$ cat src/rtl/regwr_arbiter.sv
// Register-file write arbiter: clears all 2**pw registers after reset, then grants one round-robin write per cycle.
// Optional write/conflict statistics outputs are enabled by defining REGWR_ARBITER_STATS_EN.
module regwr_arbiter #(
  parameter int pw   = 4,
  parameter int NREQ = 3
) (
  input  logic              Clk,
  input  logic              Reset,
  input  logic [NREQ-1:0]   Req,
  input  logic [NREQ*pw-1:0] ReqAddr,
  input  logic [NREQ*8-1:0] ReqData,
  output logic [NREQ-1:0]   Gnt,
  output logic              WriteEn,
  output logic [pw-1:0]     Waddr,
  output logic [7:0]        DataIn,
  output logic              Ready
`ifdef REGWR_ARBITER_STATS_EN
  ,
  output logic [15:0]       WrCount,
  output logic [15:0]       ConflictCount
`endif
);

  localparam int PTRW = (NREQ > 1) ? $clog2(NREQ) : 1;
  localparam int unsigned NR = NREQ;

  typedef enum logic {CLEAR, ARB} state_t;

  state_t            state;
  logic [pw-1:0]     cnt;
  logic [PTRW-1:0]   rr_ptr;
  logic [PTRW-1:0]   winner;
  logic              found;
  logic [pw-1:0]     addr_arr [NREQ];
  logic [7:0]        data_arr [NREQ];

  for (genvar g = 0; g < NREQ; g++) begin : g_unpack
    assign addr_arr[g] = ReqAddr[g*pw +: pw];
    assign data_arr[g] = ReqData[g*8 +: 8];
  end

  // Search upward from rr_ptr, wrapping at NREQ; the first asserted request wins.
  always_comb begin
    winner = '0;
    found  = 1'b0;
    for (int unsigned i = 0; i < NR; i++) begin
      int unsigned     idx;
      logic [PTRW-1:0] cand;
      idx = 32'(rr_ptr) + i;
      if (idx >= NR) idx = idx - NR;
      cand = PTRW'(idx);
      if (!found && Req[cand]) begin
        found  = 1'b1;
        winner = cand;
      end
    end
  end

  always_comb begin
    Gnt = '0;
    if (state == ARB && found) Gnt[winner] = 1'b1;
  end

  assign Ready = (state == ARB);

  always_ff @(posedge Clk or posedge Reset) begin
    if (Reset) begin
      state   <= CLEAR;
      cnt     <= '0;
      rr_ptr  <= '0;
      WriteEn <= 1'b0;
      Waddr   <= '0;
      DataIn  <= '0;
    end else begin
      case (state)
        CLEAR: begin
          WriteEn <= 1'b1;
          Waddr   <= cnt;
          DataIn  <= '0;
          cnt     <= cnt + 1'b1;
          if (cnt == '1) state <= ARB;
        end
        ARB: begin
          if (found) begin
            WriteEn <= 1'b1;
            Waddr   <= addr_arr[winner];
            DataIn  <= data_arr[winner];
            rr_ptr  <= (winner == PTRW'(NREQ-1)) ? '0 : winner + 1'b1;
          end else begin
            WriteEn <= 1'b0;
          end
        end
        default: state <= CLEAR;
      endcase
    end
  end

`ifdef REGWR_ARBITER_STATS_EN
  always_ff @(posedge Clk or posedge Reset) begin
    if (Reset) begin
      WrCount       <= '0;
      ConflictCount <= '0;
    end else if (state == ARB) begin
      if (found && WrCount != '1) WrCount <= WrCount + 1'b1;
      if ($countones(Req) > 1 && ConflictCount != '1) ConflictCount <= ConflictCount + 1'b1;
    end
  end
`endif

endmodule

$ cat config.mk
export PLATFORM = sky130hd
export DESIGN_NAME = regwr_arbiter
export DESIGN_NICKNAME = d
export VERILOG_FILES = /design/src/rtl/regwr_arbiter.sv
export SDC_FILE = /design/constraint.sdc
export NUM_CORES = 1
export LEC_CHECK = 0
export CORE_MARGIN = 5
export CORE_UTILIZATION = 42
export DETAILED_ROUTE_END_ITERATION = 7
export PLACE_DENSITY = 0.9
export SLEW_MARGIN = 10
export SYNTH_ARGS = -nofsm -noshare
export SYNTH_HDL_FRONTEND = slang
export SYNTH_SLANG_ARGS = --single-unit
$ cat constraint.sdc
create_clock -name Clk -period 2.7 [get_ports Clk]
set_input_delay 0.27 -clock Clk [delete_from_list [all_inputs] [get_ports Clk]]
set_output_delay 0.27 -clock Clk [all_outputs]
set_load 0.02 [all_outputs]
Word-level counts from Yosys, hierarchy flattened
Cells that the tools add are included.
{"block": "op_classes", "n_addsub": 7, "n_mux": 33, "reduce_logical": 7, "order_cmp": 9, "eq_ne": 3, "n_bitwise": 2}
{"cell": "$mux W8", "count": 3}
{"cell": "$bmux W8 S2", "count": 1}
{"cell": "$pmux W8 S2", "count": 1}
{"cell": "$mux W2", "count": 7}
{"cell": "$lt A2 B3 Y1 const B", "count": 4}
{"cell": "$mux W4", "count": 3}
{"cell": "$mux W1", "count": 10}
{"cell": "$bmux W4 S2", "count": 1}
{"cell": "$pmux W4 S2", "count": 1}
{"cell": "$bmux W1 S2", "count": 3}
{"cell": "$ge A3 B2 Y1 const B", "count": 2}
{"cell": "$sub A2 B2 Y2 const B", "count": 3}
{"cell": "$add A4 B1 Y4 const B", "count": 1}
{"cell": "$eq A4 B4 Y1 const B", "count": 1}
{"cell": "$logic_and A1 B1 Y1", "count": 4}
{"cell": "$add A2 B1 Y3 const B", "count": 1}
{"cell": "$add A2 B2 Y3 const B", "count": 1}
{"cell": "$ge A3 B3 Y1 const B", "count": 1}
{"cell": "$mux W3", "count": 1}
{"cell": "$not A2 Y3", "count": 1}
{"cell": "$add A2 B1 Y2 const B", "count": 1}
{"cell": "$demux W1 S2", "count": 1}
{"cell": "$eq A2 B2 Y1 const B", "count": 1}
{"cell": "$ge A2 B1 Y1 const B", "count": 1}
{"cell": "6 further kinds", "count": 7}
{"block": "totals", "inputBits": 41, "wordCells": 67, "regBits": 20}

Longest topological paths before layout
Gate-level depths: netlist of run 1.
{"block": "logic_depth", "depth_word": 17, "depth_mapped": 10}

Worst setup path after synthesis of run 1
No wires, ideal clock.
{"block": "synth_timing", "kind": "register to output", "start": "register rr_ptr[0]", "end": "output port Gnt[1]", "t_arrival_ns": 2.287, "stages_incl_launch_ff": 10, "path_buffers": 2, "setup_slack_ns": 0.143, "path_cell_list": "dfrtp_1 inv_1 ha_1 buf_4 o211a_1 o221a_2 or2_1 or2_4 buf_6 nor3_2"}
{"block": "synth_between", "elab_chain_cells": 16}
{"element": "from (decl)", "line_no": "31", "rtl": "logic [PTRW-1:0] rr_ptr;"}
{"element": "from (signal assigned)", "line_no": "88", "rtl": "rr_ptr <= (winner == PTRW'(NREQ-1)) ? '0 : winner + 1'b1;"}
{"element": "branches (longest 15 deep; another with $add A2 B1 Y3)"}
{"element": "$mux W3 (*)", "line_no": "61", "rtl": "if (state == ARB && found) Gnt[winner] = 1'b1;"}
{"element": "to (decl)", "line_no": "12", "rtl": "output logic [NREQ-1:0] Gnt,"}
Mark *: on every way between the ends. The select of a mux whose other input is x is not followed.

Final worst setup path of run 1
{"block": "layout_timing", "start": "register rr_ptr[0]", "end": "output port Gnt[0]"}
The elaborated chain is that of the path after synthesis.

==> results of run 1 <==
## what timing repair did
action / CTS / global route
gates resized for setup: 13 / 22
setup buffers: 1 / 1
pin swaps: 0 / 4
hold buffers: 0 / 0
setup endpoints to repair: 3 / 2
## layout make-up
type,count,area share [%]
clock buffer,4,1.65
inverter,15,2.56
multi-input combinational,92,38.1
sequential,20,22.8
tap,44,2.50
timing repair buffer,75,32.4
## worst paths after layout
check                       endpoint  depth (start not counted)
max                           Gnt[0]                         10
min                        DataIn[6]                          2
max reg2reg                 Waddr[0]                          9
min reg2reg                DataIn[1]                          2
max in group asynchronous  rr_ptr[1]                          2
min in group Clk           DataIn[1]                          2
## power breakdown
group	internal [W]	switching, W
clock network	0.0000823	0.0000934
logic	0.00114	0.00112
registers	0.000429	0.0000776
## per-layer routing
layer,share of wire (%),routed length [um],track usage [%],vias up
met4,2.6,106,6.58,0
met1,36,1500,20.0,645
li1,-,-,-,618
met5,0,0,0,-
met3,7.4,305,4.22,10
met2,54,2220,34.6,59
## placed cells by master (no fill, tap or decap), types with 3 or more instances in the layout
cell	count
clkdlybuf4s50_1	54
dfrtp_1	19
buf_4	16
mux2i_1	13
inv_1	13
nand2_1	12
o221ai_2	7
o21ai_1	4
a21oi_1	4
buf_6	4
nand2b_1	3
xnor2_1	3
nor2b_1	3
nor2_1	3
ha_1	3
clkbuf_4	3
## sequential cells by signal (all words and copies together), names as in the netlist
| signal | count |
|---|---|
| DataIn | 8 |
| Ready | 1 |
| Waddr | 4 |
| WriteEn | 1 |
| cnt | 4 |
| rr_ptr | 2 |
## stage by stage
stage	TNS (ps)	power, W	setup WS [ps]	utilization [%]
CTS	-147	0.00272	-147	69.0
floorplan	0	0.00179	143	-
finish	0	0.00294	64.2	71.6
global route	-64.7	0.00313	-33.0	71.6
global placement	-162	0.00242	-96.6	66.8
detailed placement	-473	0.00250	-247	66.8
## worst register-to-register path, delay by kind of cell, from the launching register on
kind,cells,cell delay [ps]
adder cells (fa/ha/maj),1,170
AND/OR/NAND/NOR,2,660
buffers and inverters,2,290
multiplexers,2,500
AO/OA/AOI/OAI,2,270
flip-flops,1,440
## kinds of logic (layout without fill, tap and decap cells)
| family | count (synthesis) | after routing | synth area share, % |
|---|---|---|---|
| buffers and inverters | 22 | 94 | 8.07 |
| flip-flops | 20 | 20 | 36.7 |
| XOR/XNOR | 3 | 3 | 1.93 |
| AND/OR/NAND/NOR | 37 | 37 | 15.2 |
| AO/OA/AOI/OAI | 30 | 30 | 19.7 |
| adder cells (fa/ha/maj) | 5 | 5 | 4.58 |
| multiplexers | 17 | 17 | 13.8 |
==> results.py, run 1 <==
metrics = {
    "clock_network": {
        "h-tree-depth": 1,
        "numCtsBuffers": 3,
        "cts_sinks": 20,
        "clock_path_buffers": 2,
        "cts_tree": "yes",
        "path_clk_slew_ps": 120,
        "root_buffer": "clkbuf_4",
        "clk_latency_ps": 310,
    },
    "floorplanning": {
        "rows": 20,
        "die_y_um": 67.0,
        "die-area_sq_um": 4490,
        "pin_count": 58,
        "die_w_um": 67.0,
        "initial_core_util_pct": 44.3,
        "core_area_sq_um": 3080,
    },
    "sta": {
        "fin_skew_ps": 12.7,
        "slew_headroom_pct": 48.8,
        "tightest_slew_ps": 768,
        "finalHoldViolCount": 0,
        "slew_violations": 0,
        "fin_crit_sh_pct": 97.6,
        "finalSetupViolations": 0,
        "fmax_mhz": 379,
        "period_minus_slack_ps": 2640,
        "fin_worst_hold_slack_ps": 392,
    },
    "global_route": {
        "grt_remaining_overflow": 0,
        "grt_max_degree": 21,
        "grt_pass1_wl_mm": 6.25,
        "antenna_found_initial": 0,
        "grt_pass1_vias": 1410,
        "grtUsageTotal_pct": 18.5,
    },
    "critical_path": {
        "critical_path_class": "flip-flop to primary output",
        "cp-start-kind": "flip-flop",
        "crit_path_cell_trace": "buf_6 > ha_4 > mux2_4 > mux2i_4 > nor3b_4 > nand2b_4 > buf_6 > nor2_4 > and2_4 > buf_6",
        "slowest_stage": "dfrtp_1",
        "critical_path_arrival_ps": 2370,
        "setup.worst_path.start": "rr_ptr[0]",
        "crit_top_cell": "buf_6",
        "required_ps": 2430,
        "rrSetupSlack_ps": 280,
        "reg2reg_from": "rr_ptr[0]",
        "cpPeakStageDelay_ps": 440,
        "crit_family": "simple AND/OR/NAND/NOR gates",
        "critPathMaxFanout": 6,
        "critPathBufInv": 3,
        "crit_path_end_kind": "primary output",
    },
    "placement": {
        "hpwl_mm": 3.16,
        "place.port_buffers": 57,
        "place_area_sq_um": 2060,
        "dp.cells": 244,
        "place_congestion": 0.849,
    },
    "detailed_routing": {
        "drc": 0,
        "drt_wl_total_mm": 4.13,
        "final_antenna_net_count": 0,
        "drt-pass1-iter-count": 4,
        "via_per_inst": 5.33,
        "wl_per_cell_um": 16.5,
        "vias": 1332,
        "drt_iter0_markers": 69,
    },
    "logic_synthesis": {
        "yosysMostFrequentCell": "dfrtp_1",
        "syn-cell-area_sq_um": 1370,
        "yosys.area.top_type": "dfrtp_1",
        "async_flop_share_pct": 100,
        "synthesis.nets": 180,
        "synth_flop_cell": "dfrtp_1",
        "synth-edff-count": 0,
        "synth_seq_area_share_pct": 36.7,
        "synth_warnings": 0,
        "syn_avg_cell_area_sq_um": 10.2,
        "ys_ff_latch": 20,
        "yosysTopAreaCellShare_pct": 36.7,
        "syn_inst": 134,
        "synth_area_leaders": "dfrtp_1 (37%), mux2i_1 (10%), o221ai_2 (7.7%)",
        "synth_cell_type_count": 39,
        "synthTopCellsByCount": "dfrtp_1 (20), inv_1 (15), mux2i_1 (14)",
    },
    "finish": {
        "diodes": 0,
        "drive_gt1_share_pct": 26.7,
        "layout.nets": 253,
        "multi_input_area_sq_um": 840,
        "area_growth_pct": 61.4,
        "stdcell_count": 250,
        "seq_area_sq_um": 502,
        "nFillCells": 215,
        "stdcell_area_sq_um": 2200,
    },
    "power": {
        "p_leak_nw": 0.971,
        "p_per_area_nw_per_um2": 1340,
        "ir_drop_uv": 698,
    },
    "flow_run": {
        "max_cap_violations": 0,
    },
    "run_status": {
        "status": "complete, no violations",
    },
    "worst_hold_path": {
        "min_path_type": "input pin to asynchronous set/reset pin",
    },
}
(Power assumes the default switching activity.)
==> inputs of run 2 (changes only) <==
Settings changed: CAP_MARGIN set to 20.
==> results of run 2 <==
Final layout, timing and power as in run 1 (identical DEF).
==> inputs of run 3 (changes only) <==
Settings changed: SKIP_LAST_GASP set to 1.
==> results.py, run 3 (same netlist as run 1, synthesis figures left out) <==
metrics = {
    "run_status": {
        "status": "complete, no violations",
    },
    "critical_path": {
        "cp-start-kind": "flip-flop",
        "critPathMaxFanout": 6,
        "required_ps": 2430,
        "crit_path_end_kind": "primary output",
        "cpPeakStageDelay_ps": 440,
        "crit_top_cell": "buf_6",
        "critical_path_arrival_ps": 2380,
        "crit_path_cell_trace": "buf_6 > ha_4 > mux2_4 > mux2i_4 > nor3b_4 > nand2b_4 > buf_6 > nor2_2 > and2_4 > buf_6",
        "critical_path_class": "flip-flop to primary output",
        "slowest_stage": "dfrtp_1",
        "rrSetupSlack_ps": 270,
    },
    "finish": {
        "layout_common_cells": "clkdlybuf4s50_1 (54), dfrtp_1 (19), buf_4 (16), mux2i_1 (13), inv_1 (13)",
        "largest_reg_flops": 8,
        "top_register": "DataIn",
        "diodes": 0,
        "layout.nets": 253,
        "area_growth_pct": 61.0,
        "drive_gt1_share_pct": 26.7,
        "final_common_cell": "clkdlybuf4s50_1",
        "reg_top3": "DataIn: 8 flops, Waddr: 4 flops, cnt: 4 flops",
        "stdcell_area_sq_um": 2200,
    },
    "placement": {
        "place_area_sq_um": 2060,
        "place.port_buffers": 57,
        "place_congestion": 0.849,
        "hpwl_mm": 3.16,
    },
    "clock_network": {
        "clk_latency_ps": 310,
        "cts_tree": "yes",
        "h-tree-depth": 1,
        "path_clk_slew_ps": 120,
        "numCtsBuffers": 3,
        "clock_path_buffers": 2,
        "cts_sinks": 20,
        "root_buffer": "clkbuf_4",
    },
    "sta": {
        "fin_tns_setup_ps": 0,
        "slew_headroom_pct": 48.2,
        "tightest_slew_ps": 775,
        "fmax_mhz": 377,
        "period_minus_slack_ps": 2650,
        "fin_skew_ps": 9.36,
        "finalHoldViolCount": 0,
        "finalSetupViolations": 0,
        "fin_crit_sh_pct": 98.2,
        "rsz0062_at_grt": "true",
        "slew_violations": 0,
    },
    "power": {
        "internal_power_w": 0.00164,
        "combPwrFrac_pct": 76.8,
        "pwr-share-clk_pct": 6.0,
        "p_sw_share_pct": 44.1,
        "ir_drop_uv": 716,
        "seq_power_share_pct": 17.2,
        "power.switching_w": 0.00130,
        "p_leak_nw": 0.970,
        "p_per_area_nw_per_um2": 1340,
    },
    "worst_hold_path": {
        "min_path_type": "input pin to asynchronous set/reset pin",
    },
    "detailed_routing": {
        "final_antenna_net_count": 0,
        "drt-pass1-iter-count": 4,
        "drt_wl_total_mm": 4.20,
        "drc": 0,
        "drt_iter0_markers": 64,
        "via_per_inst": 5.35,
        "vias": 1337,
        "wl_per_cell_um": 16.8,
    },
    "floorplanning": {
        "die_w_um": 67.0,
        "rows": 20,
        "core_area_sq_um": 3080,
        "die_y_um": 67.0,
        "pin_count": 58,
        "initial_core_util_pct": 44.3,
        "die-area_sq_um": 4490,
    },
    "global_route": {
        "grt_max_degree": 21,
        "grt_pass1_vias": 1410,
        "antenna_found_initial": 0,
        "grt_remaining_overflow": 0,
        "grt_pass1_wl_mm": 6.25,
        "grtUsageTotal_pct": 18.5,
    },
    "flow_run": {
        "max_cap_violations": 0,
    },
}
## run 3: critical path, delay by kind of cell, from the launching register on
| kind | cells | cell delay, ps |
|---|---|---|
| adders and majority gates | 1 | 170 |
| buffers and inverters | 3 | 370 |
| DFF | 1 | 440 |
| muxes | 2 | 510 |
| and+or+nand+nor | 4 | 590 |
## run 3: what timing repair did
item	4_1_cts	5_1_grt
pin swaps	0	4
hold endpoints to repair	0	0
buffers inserted	1	1
setup endpoints to repair	3	2
hold buffers	0	0
resized for setup	10	24
## run 3: layout make-up
type / count / area [sq um]
clock buffer: 4 / 36.3
timing repair buffer: 75 / 714
inverter: 15 / 56.3
tap: 44 / 55.1
sequential: 20 / 502
multi-input combinational: 92 / 835
fill: 216 / 880
## run 3: per-stage QoR
stage	setup WS, ps	total power [W]	hold slack [ps]	util (%)	instances
finish	49.5	0.00294	396	71.4	250
detailed placement	-247	0.00250	478	66.8	244
CTS	-147	0.00271	417	69.1	249
global placement	-96.6	0.00242	476	66.8	244
global route	-48.3	0.00312	492	71.4	250
floorplan	143	0.00179	234	-	134
## run 3: power by group through the flow
| stage | clock network, W | logic [W] | registers (W) |
|---|---|---|---|
| 3_5_place_dp | 0 | 0.00200 | 0.000502 |
| 4_1_cts | 0.000180 | 0.00204 | 0.000500 |
| 3_3_place_gp | 0 | 0.00193 | 0.000498 |
| 6_report | 0.000175 | 0.00226 | 0.000508 |
| 5_1_grt | 0.000192 | 0.00241 | 0.000521 |
| 2_1_floorplan | 0 | 0.00117 | 0.000613 |
## run 3: metal layers
metal	GRT usage [%]	up-vias	routed length, um
met5	0	-	0
met4	6.58	0	119
li1	-	615	-
met3	4.22	12	289
met1	20.0	651	1510
met2	34.6	59	2280
## run 3: worst paths after layout
kind / startpoint / end / depth (start not counted)
worst min-delay path: Reset / DataIn[6] / 2
worst max register to register: rr_ptr[0] / Waddr[0] / 9
max in group asynchronous: Reset / rr_ptr[1] / 2
min in group Clk: DataIn[1] / DataIn[1] / 2
worst min register to register: DataIn[1] / DataIn[1] / 2
worst max-delay path: rr_ptr[0] / Gnt[0] / 10
